File: config.mk
export PLATFORM = sky130hd
export DESIGN_NAME = ph_alarm_monitor
export DESIGN_NICKNAME = d
export VERILOG_FILES = /design/src/rtl/ph_pkg.sv /design/src/rtl/ph_streak_counter.sv /design/src/rtl/ph_alarm_monitor.sv
export SDC_FILE = /design/constraint.sdc
export NUM_CORES = 1
export LEC_CHECK = 0
export ABC_AREA = 0
export BUFFER_PORTS_ARGS = -buffer_cell sky130_fd_sc_hd__buf_2
export CORE_AREA = 2 2 39 41
export DETAILED_ROUTE_END_ITERATION = 16
export DIE_AREA = 0 0 41 43
export HOLD_SLACK_MARGIN = 0.15
export PLACE_DENSITY = 0.73
export SETUP_SLACK_MARGIN = 0.5
export SLEW_MARGIN = 10
export SYNTH_ARGS = -nofsm -noshare
export SYNTH_HDL_FRONTEND = slang
export SYNTH_SLANG_ARGS = --single-unit
File: constraint.sdc
create_clock -name clock -period 1.5 [get_ports clock]
set_input_delay 0.225 -clock clock [delete_from_list [all_inputs] [get_ports clock]]
set_output_delay 0.225 -clock clock [all_outputs]
set_load 0.02 [all_outputs]
File: src/rtl/ph_pkg.sv
// Shared constants for the pH alarm monitor: FSM encodings and register widths.
package ph_pkg;

  localparam int STREAK_W = 4;
  localparam int EVENT_W  = 8;

  localparam logic [1:0] NORMAL  = 2'b00;
  localparam logic [1:0] SUSPECT = 2'b01;
  localparam logic [1:0] ALARM   = 2'b10;

  function automatic logic [EVENT_W-1:0] satIncrement(input logic [EVENT_W-1:0] value);
    return (value == '1) ? value : value + EVENT_W'(1);
  endfunction

endpackage

File: src/rtl/ph_streak_counter.sv
// Counts consecutive mild (P-only) samples; terminal flags that one more
// increment reaches the confirmation count.
module ph_streak_counter
  import ph_pkg::*;
#(
  parameter int CONFIRM_COUNT = 3
) (
  input  logic                clock,
  input  logic                reset,
  input  logic                load,
  input  logic                incr,
  input  logic                clear,
  output logic [STREAK_W-1:0] streak,
  output logic                terminal
);

  localparam logic [STREAK_W-1:0] CONFIRM = STREAK_W'(CONFIRM_COUNT);

  // Increment holds at CONFIRM so the streak can never overshoot it.
  always_ff @(posedge clock) begin
    if (reset || clear) begin
      streak <= '0;
    end else if (load) begin
      streak <= STREAK_W'(1);
    end else if (incr && (streak != CONFIRM)) begin
      streak <= streak + STREAK_W'(1);
    end
  end

  assign terminal = ((streak + STREAK_W'(1)) == CONFIRM);

endmodule

File: src/rtl/ph_alarm_monitor.sv
// pH alarm FSM: confirms alarms on a P streak or a single Q sample.
// Define PH_ALARM_HISTORY_EN to add the saturating eventCount output.
module ph_alarm_monitor
  import ph_pkg::*;
#(
  parameter int CONFIRM_COUNT = 3
) (
  input  logic       clock,
  input  logic       reset,
  input  logic       sampleValid,
  input  logic       abnormalityP,
  input  logic       abnormalityQ,
  input  logic       alarmAck,
  output logic       alarmActive,
  output logic       alarmP,
  output logic       alarmQ,
  output logic [1:0] state
`ifdef PH_ALARM_HISTORY_EN
  , output logic [EVENT_W-1:0] eventCount
`endif
);

  logic [1:0]          nextState;
  logic                nextP;
  logic                nextQ;
  logic                streakLoad;
  logic                streakIncr;
  logic                streakClear;
  logic                streakTerminal;
  logic [STREAK_W-1:0] streak;

  ph_streak_counter #(
    .CONFIRM_COUNT(CONFIRM_COUNT)
  ) streakCounter (
    .clock   (clock),
    .reset   (reset),
    .load    (streakLoad),
    .incr    (streakIncr),
    .clear   (streakClear),
    .streak  (streak),
    .terminal(streakTerminal)
  );

  // A critical Q sample always wins over streak bookkeeping.
  always_comb begin
    nextState   = state;
    nextP       = alarmP;
    nextQ       = alarmQ;
    streakLoad  = 1'b0;
    streakIncr  = 1'b0;
    streakClear = 1'b0;
    case (state)
      NORMAL: begin
        if (sampleValid) begin
          if (abnormalityQ) begin
            nextState = ALARM;
            nextQ     = 1'b1;
          end else if (abnormalityP) begin
            streakLoad = 1'b1;
            if (CONFIRM_COUNT == 1) begin
              nextState = ALARM;
              nextP     = 1'b1;
            end else begin
              nextState = SUSPECT;
            end
          end
        end
      end
      SUSPECT: begin
        if (sampleValid) begin
          if (abnormalityQ) begin
            nextState = ALARM;
            nextQ     = 1'b1;
          end else if (abnormalityP) begin
            streakIncr = 1'b1;
            if (streakTerminal) begin
              nextState = ALARM;
              nextP     = 1'b1;
            end
          end else begin
            streakClear = 1'b1;
            nextState   = NORMAL;
          end
        end
      end
      ALARM: begin
        if (alarmAck) begin
          nextState   = NORMAL;
          nextP       = 1'b0;
          nextQ       = 1'b0;
          streakClear = 1'b1;
        end else if (sampleValid && abnormalityQ) begin
          nextQ = 1'b1;
        end
      end
      default: begin
        nextState   = NORMAL;
        nextP       = 1'b0;
        nextQ       = 1'b0;
        streakClear = 1'b1;
      end
    endcase
  end

  always_ff @(posedge clock) begin
    if (reset) begin
      state       <= NORMAL;
      alarmActive <= 1'b0;
      alarmP      <= 1'b0;
      alarmQ      <= 1'b0;
    end else begin
      state       <= nextState;
      alarmActive <= (nextState == ALARM);
      alarmP      <= nextP;
      alarmQ      <= nextQ;
    end
  end

`ifdef PH_ALARM_HISTORY_EN
  logic enterAlarm;

  assign enterAlarm = (nextState == ALARM) && (state != ALARM);

  always_ff @(posedge clock) begin
    if (reset) begin
      eventCount <= '0;
    end else if (enterAlarm) begin
      eventCount <= satIncrement(eventCount);
    end
  end
`endif

endmodule

==> results.md, run 1 <==
* Status: finished, final reports clean
* # port buffers at 10
* Seq/Total Area, Yosys at 31.0%
* Rows at 14
* Synth top area cells: dfxtp_1, ha_1, nand3b_4
* Largest net degree at the start of global routing at 10
* Highest routed layer: met4
* CTS Buf Count at 3
* Inserted Diodes at 0
* Post-synth net total at 69
* Ys Warns at 0
* Cell taking the most area after synthesis: dfxtp_1
* DIE AREA at roughly 1800 um2
* Synth top area share at 31.0%
* DR WL/cell at around 17 um
* Crit path max-delay family: simple AND/OR/NAND/NOR gates
* CTS tree: built
* GRT Residual Overflow at 0
* Antenna Nets Post-Route at 0
* CTS sink cnt at 9
* Drt initial violations at 14
* Setup violations, final at 0
* Die width at 41 um
* Slew @ Worst Pin at 0.382 ns
* Leakage at 0.364 nW
* Max incr delay on CP at 0.49 ns
* Final Hold Viols at 0
* Max IR drop VDD at 600 uV
* Number of antenna violations at the first check in global routing at 0
* Share of cells above drive strength 1 at 62.7%
* DR vias/cell at just over 6
* Bufs on Longest Clock Path at 2
* Synth cell types at 40
* Buf/Inv on CP at 0
* Vias in the first global route at 593
* Crit-path slowest cell: or4b_4
* Ys async rst share at 0%
* Cell Area, Synth at roughly 580 um2
* Most frequent cells after synthesis: dfxtp_1, inv_1
* First-pass GRT wire length at 2.59 mm
* Syn_area_per_cell at 9.52 um2
* Placed Instance Area at between 700 and 800 um2
* CP startpoint kind: flop
* CP Data Required Time at 1.64 ns
* CTS root buf: clkbuf_4
* Critical path endpoint category: flop
* Met2 Wirelength at 838 um
* Synthesis-to-finish area growth at 54.5%
* Routed Wire Length at 1.65 mm
* Tot GR Track Use at 21.3%
* Routed wl met3 at approximately 110 um
* Die H at 43 um
* Crit path cell chain: ha_4 > or4b_4 > o31ai_4 > a31oi_1
* Clock Latency Late Sink at 0.27 ns
* RSZ-0062 raised after global routing: yes
* Fin crit period at approximately 1.4 ns
* EDFF count, synth at 0
* First-pass DRT Iterations at 4
* Global placer's final weighted congestion at 0.788
* Core area at 1380 um2
* Crit Path Class: flop to flop
* Slew headroom at 74.4%
* Maxcap violations at 0
* PwrDens at 656 nW/um2
* Most common cell in the netlist: dfxtp_1
* Skew final at 0.0111 ns
* Main synth FF type: dfxtp_1
* Post-route cell area at between 800 and 900 um2
* Layout Nets at 92
* Setup_tns at 0 ns
* Dpl hpwl at 1.06 mm
* Max H-tree Level at 1
* Fin. max-slew vios at 0
* Clk slew on worst S/H paths at 0.07 ns
* Met1 Wirelength at 682 um
* Worst hold path type: input port to flop
* # fillers at 99
* Synthesis-stage register bit count at 9
* Crit-path max FO at 6
* I/O pin cnt at 11
* Crit path DAT at 1.53 ns
* Post-Syn Instances at 61
* Via Count at between 600 and 700
* Number of remaining DRC errors at 0
* Final Cycle Share at approximately 93%
* Initial Utilization at 42.0%
* FMAX at 0.719 GHz
## flip-flops by register name (all words and copies together), names as in the netlist
register              count
state                     2
streakCounter.streak      4
alarmQ                    1
alarmActive               1
alarmP                    1
## layout by cell type (no fill, tap or decap), types with 2 or more instances in the layout
cell type | synthesis | layout
o2bb2ai_1 | 2 | 2
and3b_1 | 2 | 2
ha_4 | 0 | 2
nor2b_1 | 2 | 2
inv_1 | 3 | 2
clkbuf_4 | 0 | 3
buf_4 | 1 | 9
nand3_1 | 2 | 2
and2_1 | 2 | 2
a21oi_1 | 2 | 2
dfxtp_4 | 0 | 5
nor2_1 | 2 | 2
buf_6 | 0 | 4
buf_2 | 1 | 7
dfxtp_1 | 9 | 2
dfxtp_2 | 0 | 2
or3b_4 | 0 | 2
## power breakdown
part / switching, mW / total [mW] / leakage, nW / internal (mW)
clock network: 0.0934 / 0.196 / 0.0150 / 0.103
logic: 0.0713 / 0.136 / 0.271 / 0.0646
registers: 0.0129 / 0.257 / 0.0781 / 0.244
## stage by stage
step	hold WS [ns]	cells	setup WS, ns	total power [mW]	util, %
2_1_floorplan	0.315	61	0.184	0.329	-
3_3_place_gp	0.453	86	0.156	0.354	50.9
3_5_place_dp	0.469	86	0.135	0.356	50.9
4_1_cts	0.207	96	0.126	0.558	58.0
5_1_grt	0.205	99	0.0684	0.606	64.8
6_report	0.198	99	0.109	0.589	64.8
## kinds of logic (layout without fill, tap and decap cells)
kind of cell | count (synthesis) | in the layout | share of synthesized area [%]
XOR/XNOR | 1 | 1 | 1.51
adder cells (fa/ha/maj) | 2 | 2 | 4.31
buffers and inverters | 5 | 27 | 4.09
flip-flops | 9 | 9 | 31.0
AND/OR/NAND/NOR | 23 | 23 | 30.2
AO/OA/AOI/OAI | 21 | 21 | 28.9
## worst paths after layout
| check | cells past startpoint | endpoint | slack, ns | from |
|---|---|---|---|---|
| worst min register to register | 1 | alarmP | 0.53 | alarmP |
| worst max register to register | 4 | state[0] | 0.11 | streakCounter.streak[1] |
| worst min-delay path | 2 | state[1] | 0.20 | reset |
| worst max-delay path | 4 | state[0] | 0.11 | streakCounter.streak[1] |
## area by class of cell
type,count,area [um2],area share (%)
Sequential cell,9,201,22.5
Timing Repair Buffer,20,148,16.5
Inverter,3,11.3,1.26
Tap cell,16,20.0,2.23
Clock buffer,4,26.3,2.93
Multi-Input combinational cell,47,490,54.7
## metal layers
layer  vias up  GRT usage (%)
met1       290           27.5
met3         4           4.19
met2        35           33.4
met5         -              0
li1        286              -
met4         0           8.00
## timing repair
action / CTS / global route
resized for setup: 8 / 17
setup endpoints to repair: 11 / 13
pin swaps: 4 / 10
setup buffers: 6 / 3
hold buffers: 0 / 0
Note: power is estimated with default switching activity, not from simulation.
==> run 2: changes to the inputs <==
- clock period: 1.5 -> 1.6 ns (I/O delays scaled with it)
==> run 2 against run 1 <==
Non-clock buffer count fell by 5. Largest cell class unchanged. Cell count fell by 5.1%. Combinational power fell by 23%. Clock-buffer cell count did not move. Sequential cell count did not move. Largest power group unchanged. Fmax rose by 3.9%. First-iteration DRC count fell by 7.1%. Design area fell by 8.8%.
==> results.md, run 2 (synthesized netlist as in run 1, its figures left out) <==
* Status: finished, final reports clean
* # port buffers at 10 (unchanged)
* Global placer's final weighted congestion at 0.768 (-2.6%)
* Worst hold endpoint: state[1]
* # fillers at 115 (+16%)
* Skew final at 0.000589 ns (-0.0105 ns)
* Sequential cell area at 196 um2 (-2.5%)
* Clock Latency Late Sink at 0.26 ns (about the same)
* GRT Residual Overflow at 0 (unchanged)
* Post-route cell area at 818 um2 (-8.8%)
* Bufs on Longest Clock Path at 2 (unchanged)
* Crit path DAT at 1.54 ns (about the same)
* CTS Buf Count at 3 (unchanged)
* Max IR drop VDD at 421 uV (-30%)
* Max H-tree Level at 1 (unchanged)
* Die width at 41 um (unchanged)
* RSZ-0062 raised after global routing: yes
* First-pass DRT Iterations at 4 (unchanged)
* Vias in the first global route at 578 (-2.5%)
* Final Cycle Share at 83.7% (-9.0 points)
* CTS tree: built
* RR Startpoint: streakCounter.streak[1]
* Placed Instance Area at 686 um2 (-2.7%)
* Drt initial violations at 13 (-1)
* Commonest non-fill, non-tap cell in the layout: buf_2
* Number of antenna violations at the first check in global routing at 0 (unchanged)
* I/O pin cnt at 11 (unchanged)
* Multi-input gate area at 477 um2 (-2.8%)
* Clk slew on worst S/H paths at 0.06 ns (about the same)
* Crit Path Class: flop to flop
* Number of remaining DRC errors at 0 (unchanged)
* DR WL/cell at 15.9 um (-4.6%)
* Hold Path Stages at 2 (unchanged)
* Worst R2R End: alarmP
* Grt met3 use at 3.66% (-0.52 points)
* DR vias/cell at 5.97 (-3.9%)
* Worst hold path type: input port to flop
* CP Data Required Time at 1.80 ns (+0.16 ns)
* Setup violations, final at 0 (unchanged)
* Die H at 43 um (unchanged)
* Critical path endpoint category: flop
* Crit path cell chain: ha_4 > or4b_4 > o31ai_4 > o311a_1
* Grt peak-use layer: met2
* Rows at 14 (unchanged)
* Final Hold Viols at 0 (unchanged)
* Dpl hpwl at 933 um (-12%)
* Post-CTS Hold Fix Bufs at 0 (unchanged)
* GR Layer Usage met2 at 32.5% (-0.94 points)
* Leakage at 0.336 nW (-7.7%)
* Fin. max-slew vios at 0 (unchanged)
* Crit-path slowest cell: or4b_4
* WHS at 0.207 ns (+0.00939 ns)
* Tot GR Track Use at 20.8% (-0.53 points)
* PwrDens at 643 nW/um2 (-2.0%)
* CP startpoint kind: flop
* Placed cells at 85 (-1.2%)
* Min-delay src: reset
* FMAX at 0.746 GHz (+3.9%)
* Largest regs: streakCounter.streak (4), state (2)
* Reg2reg setup slack at 0.26 ns (+0.15 ns)
* Slew headroom at 73.7% (-0.71 points)
* Routed Wire Length at 1.50 mm (-9.4%)
* Initial Utilization at 42.0% (unchanged)
* Antenna Nets Post-Route at 0 (unchanged)
* Maxcap violations at 0 (unchanged)
* Core area at 1380 um2 (unchanged)
* Via Count at 561 (-8.8%)
* Met1 usage at 26.5% (-1.1 points)
* Slew @ Worst Pin at 0.393 ns (+0.0107 ns)
* Layout Nets at 87 (-5.4%)
* CTS sink cnt at 9 (unchanged)
* Setup_tns at 0 ns (unchanged)
* Post-route insts no fill at 94 (-5.1%)
* DIE AREA at 1760 um2 (unchanged)
* Cells on worst reg2reg path at 4 (unchanged)
* Crit-path max FO at 4 (-2)
* Fin crit period at 1.34 ns (-0.0516 ns)
* Inserted Diodes at 0 (unchanged)
* Most flop-heavy register: streakCounter.streak
* Largest register FFs at 4 (unchanged)
* First-pass GRT wire length at 2.53 mm (-2.4%)
* Max incr delay on CP at 0.49 ns (about the same)
* CTS root buf: clkbuf_4
* Commonest non-fill, non-tap cells in the layout: buf_2, buf_4, dfxtp_1, dfxtp_4, clkbuf_4
* Largest net degree at the start of global routing at 12 (+2)
* Share of cells above drive strength 1 at 55.1% (-7.5 points)
* Synthesis-to-finish area growth at 40.9%
## run 2: changes by cell type in the layout (fill, tap and decap cells not counted), moves of 2 or more
cell     before  now
dfxtp_1       2    4
buf_6         4    0
buf_2         7   10
buf_4         9    5
## run 2: report_power, final
| group | leakage [nW] | switching, mW | internal [mW] |
|---|---|---|---|
| Combinational | 0.244 | 0.0589 | 0.0461 |
| Sequential | 0.0768 | 0.0147 | 0.230 |
| Clock | 0.0150 | 0.0799 | 0.0962 |
## run 2: critical path, delay by kind of cell, from the launching register on
family | cells | cell delay [ns]
adder cells (fa/ha/maj) | 1 | 0.16
flip-flops | 1 | 0.36
AND/OR/NAND/NOR | 1 | 0.49
AO/OA/AOI/OAI | 2 | 0.27
## run 2: cell type report
type                    instances  share of cell area, %
inverters                       3                   1.38
multi-input cells              47                   58.3
clock buffers                   4                   3.21
repair buffers                 15                   10.7
flip-flops and latches          9                   24.0
well taps                      16                   2.45
## run 2: layer usage
layer / share of wire [%] / vias up
met2: 51 / 10
met3: 2.4 / 2
li1: - / 275
met1: 45 / 274
met5: 0 / -
met4: 0.87 / 0
## run 2: metrics by stage
step | total power, mW | setup WS [ns] | utilization (%)
CTS | 0.518 | 0.238 | 56.3
floorplan | 0.307 | 0.284 | -
global route | 0.547 | 0.225 | 59.1
detailed placement | 0.328 | 0.238 | 49.5
finish | 0.526 | 0.260 | 59.1
global placement | 0.328 | 0.257 | 49.5
## run 2: worst max-delay path by stage
stage,startpoint,end,slack [ns],cells after the start
floorplan,streakCounter.streak[0],state[0],0.28,5
global placement,streakCounter.streak[0],state[0],0.26,4
detailed placement,streakCounter.streak[0],state[0],0.24,5
CTS,streakCounter.streak[1],alarmP,0.24,4
global route,streakCounter.streak[1],state[0],0.22,4
finish,streakCounter.streak[1],alarmP,0.26,4
## run 2: what timing repair did
| action | in CTS | in global routing |
|---|---|---|
| buffers inserted | 4 | 1 |
| hold endpoints to repair | 0 | 0 |
| gates resized for setup | 8 | 5 |
| pin swaps | 6 | 2 |
| cloned | 0 | 0 |
| setup endpoints to repair | 10 | 10 |
==> run 3: changes to the inputs <==
- ABC_AREA: 0 -> 1
- PLACE_DENSITY: 0.73 -> 0.7
- clock period: 1.6 -> 1.4 ns (I/O delays scaled with it)
==> run 3 against run 2 <==
Power increased by 14%. Via count increased by 0.71%. Critical path depth increased by 6. Sequential share of layout area decreased by 0.13 points. Critical path type unchanged. Design area rose by 1.8%. Largest cell class unchanged.
==> results.md, run 3 <==
* Status: finished, final reports clean
* CP startpoint kind: flop
* Tot GR Track Use at 15.8% (-5.0 points)
* Most frequent cells after synthesis: nand2_1, inv_1, dfxtp_1, nor2_1
* Syn_area_per_cell at 6.84 um2 (-28%)
* Worst hold path type: input port to flop
* Commonest non-fill, non-tap cell in the layout: nand2_1
* Vias in the first global route at 508 (-12%)
* RR Startpoint: streakCounter.streak[1]
* Hold Path Stages at 3 (+1)
* Die width at 41 um (unchanged)
* Clock Latency Late Sink at 0.26 ns (about the same)
* Fin util at 60.2% (+1.1 points)
* Cell Area, Synth at 541 um2 (-6.9%)
* Largest net degree at the start of global routing at 8 (-4)
* I/O pin cnt at 11 (unchanged)
* DR WL/cell at 10.7 um (-33%)
* DR vias/cell at 4.71 (-21%)
* Most flop-heavy register: streakCounter.streak
* Skew final at 0.00513 ns (+0.00454 ns)
* Initial Utilization at 39.1% (-2.9 points)
* Via Count at 565 (+0.71%)
* Dpl hpwl at 841 um (-9.9%)
* Most common cell in the netlist: nand2_1
* CTS tree: built
* Layout Nets at 113 (+30%)
* Seq/Total Area, Yosys at 33.3% (+2.3 points)
* PnR Total Power at 0.597 mW (+14%)
* Share of cells above drive strength 1 at 56.7% (+1.6 points)
* Clk slew on worst S/H paths at 0.06 ns (about the same)
* Min-delay src: abnormalityQ
* Ys async rst share at 0% (unchanged)
* Post-Syn Instances at 79 (+30%)
* First-pass GRT wire length at 1.90 mm (-25%)
* Final Hold Viols at 0 (unchanged)
* Crit-path max FO at 3 (-1)
* WHS at 0.260 ns (+0.0524 ns)
* Worst R2R End: alarmP
* Slew headroom at 77.9% (+4.2 points)
* Synthesis-to-finish area growth at 54.2%
* # port buffers at 10 (unchanged)
* Post-synth net total at 87 (+26%)
* Max IR drop VDD at 648 uV (+54%)
* Final Cycle Share at 92.3% (+8.6 points)
* Largest register FFs at 4 (unchanged)
* Setup_tns at 0 ns (unchanged)
* Cell taking the most area after synthesis: dfxtp_1
* Slew @ Worst Pin at 0.329 ns (-0.0645 ns)
* Routed Wire Length at 1.29 mm (-14%)
* Worst hold endpoint: alarmQ
* Drt initial violations at 12 (-1)
* Main synth FF type: dfxtp_1
* EDFF count, synth at 0 (unchanged)
* DIE AREA at 1760 um2 (unchanged)
* Synth cell types at 19 (-53%)
* Ys Warns at 0 (unchanged)
* Max H-tree Level at 1 (unchanged)
* Synth top area cells: dfxtp_1, nand2_1, inv_1
* Setup ws final at 0.108 ns (-0.152 ns)
* CTS sink cnt at 9 (unchanged)
* Bufs on Longest Clock Path at 2 (unchanged)
* Fin crit period at 1.29 ns (-0.0475 ns)
* CTS root buf: clkbuf_4
* Placed cells at 105 (+24%)
* First-pass DRT Iterations at 4 (unchanged)
* Synthesis-stage register bit count at 9 (unchanged)
* Crit path DAT at 1.44 ns (-0.10 ns)
* Post-route cell area at 833 um2 (+1.8%)
* Placement Setup Slack at 0.0712 ns (-0.167 ns)
* PwrDens at 717 nW/um2 (+12%)
* # fillers at 120 (+4.3%)
* Crit Path Class: flop to flop
* Critical path endpoint category: flop
* Reg2reg setup slack at 0.11 ns (-0.15 ns)
* Post-route insts no fill at 120 (+28%)
* FMAX at 0.774 GHz (+3.7%)
* Die H at 43 um (unchanged)
* Antenna Nets Post-Route at 0 (unchanged)
* Core area at 1380 um2 (unchanged)
* Inserted Diodes at 0 (unchanged)
* Placed Instance Area at 617 um2 (-10%)
* GRT Residual Overflow at 0 (unchanged)
* Global placer's final weighted congestion at 0.803 (+4.6%)
* Fin. max-slew vios at 0 (unchanged)
* Maxcap violations at 0 (unchanged)
* Commonest non-fill, non-tap cells in the layout: nand2_1, inv_1, nand2_2
* CTS Buf Count at 3 (unchanged)
* CP Data Required Time at 1.55 ns (-0.25 ns)
* Leakage at 0.376 nW (+12%)
* Cells on worst reg2reg path at 10 (+6)
* Number of remaining DRC errors at 0 (unchanged)
* Synth top area share at 33.3% (+2.3 points)
* Number of antenna violations at the first check in global routing at 0 (unchanged)
* Largest regs: streakCounter.streak (4), state (2)
* Rows at 14 (unchanged)
* RSZ-0062 raised after global routing: yes
* Setup violations, final at 0 (unchanged)
-- run 3: cell count changes after synthesis, moves of 3 or more --
cell | previous run | this run
a211oi_2 | 0 | 3
inv_1 | 3 | 13
inv_2 | 0 | 4
nand2_1 | 1 | 18
nand2_2 | 0 | 3
nor2_1 | 2 | 9
-- run 3: metal layers --
layer  share of wire, %  global-route usage [%]
met1                 44                    17.7
met2                 53                    25.9
met5                  0                       0
met4                  0                    6.00
met3                3.4                    5.24
-- run 3: worst max-delay path: stages, from the launching register on --
cell and delay, ns:
dfxtp_4 0.36, ha_4 0.16, inv_2 0.05, nand2_2 0.05
nand2_2 0.07, nor2_2 0.04, nand2_2 0.06, nand2_2 0.05
buf_4 0.12, a31oi_1 0.15, nor2_1 0.06
-- run 3: where the power goes --
group          switching [mW]  total, mW  internal (mW)
Clock                  0.0896      0.199          0.110
Sequential             0.0127      0.276          0.263
Combinational          0.0650      0.122         0.0574
Total                   0.167      0.597          0.430
-- run 3: worst max-delay path by stage --
| stage | start | end | slack [ns] | depth (start not counted) |
|---|---|---|---|---|
| global placement | streakCounter.streak[0] | state[1] | 0.07 | 11 |
| floorplan | streakCounter.streak[1] | streakCounter.streak[0] | 0.20 | 8 |
| CTS | streakCounter.streak[1] | state[1] | 0.12 | 11 |
| global route | streakCounter.streak[1] | state[1] | 0.04 | 11 |
| detailed placement | streakCounter.streak[0] | state[1] | 0.07 | 11 |
| finish | streakCounter.streak[1] | alarmP | 0.11 | 10 |
-- run 3: cells by family (layout without fill, tap and decap cells) --
logic type | Yosys count | in the layout | share of synthesized area [%]
AND/OR/NAND/NOR | 39 | 39 | 33.1
XOR/XNOR | 1 | 1 | 1.62
flip-flops | 9 | 9 | 33.3
AO/OA/AOI/OAI | 11 | 11 | 15.5
buffers and inverters | 17 | 42 | 11.8
adder cells (fa/ha/maj) | 2 | 2 | 4.63
-- run 3: cell type report --
| cell class | count | area (um2) | area share (%) |
|---|---|---|---|
| clock buffer | 4 | 26.3 | 3.15 |
| inverter | 17 | 66.3 | 7.96 |
| multi-input combinational | 53 | 349 | 41.9 |
| sequential | 9 | 199 | 23.9 |
| tap | 16 | 20.0 | 2.40 |
| timing repair buffer | 21 | 173 | 20.7 |
-- run 3: what timing repair did --
action | CTS | global route
gates resized for setup | 21 | 17
endpoints found under the setup margin | 13 | 14
endpoints found under the hold margin | 3 | 1
pin swaps | 5 | 12
buffers inserted | 5 | 4
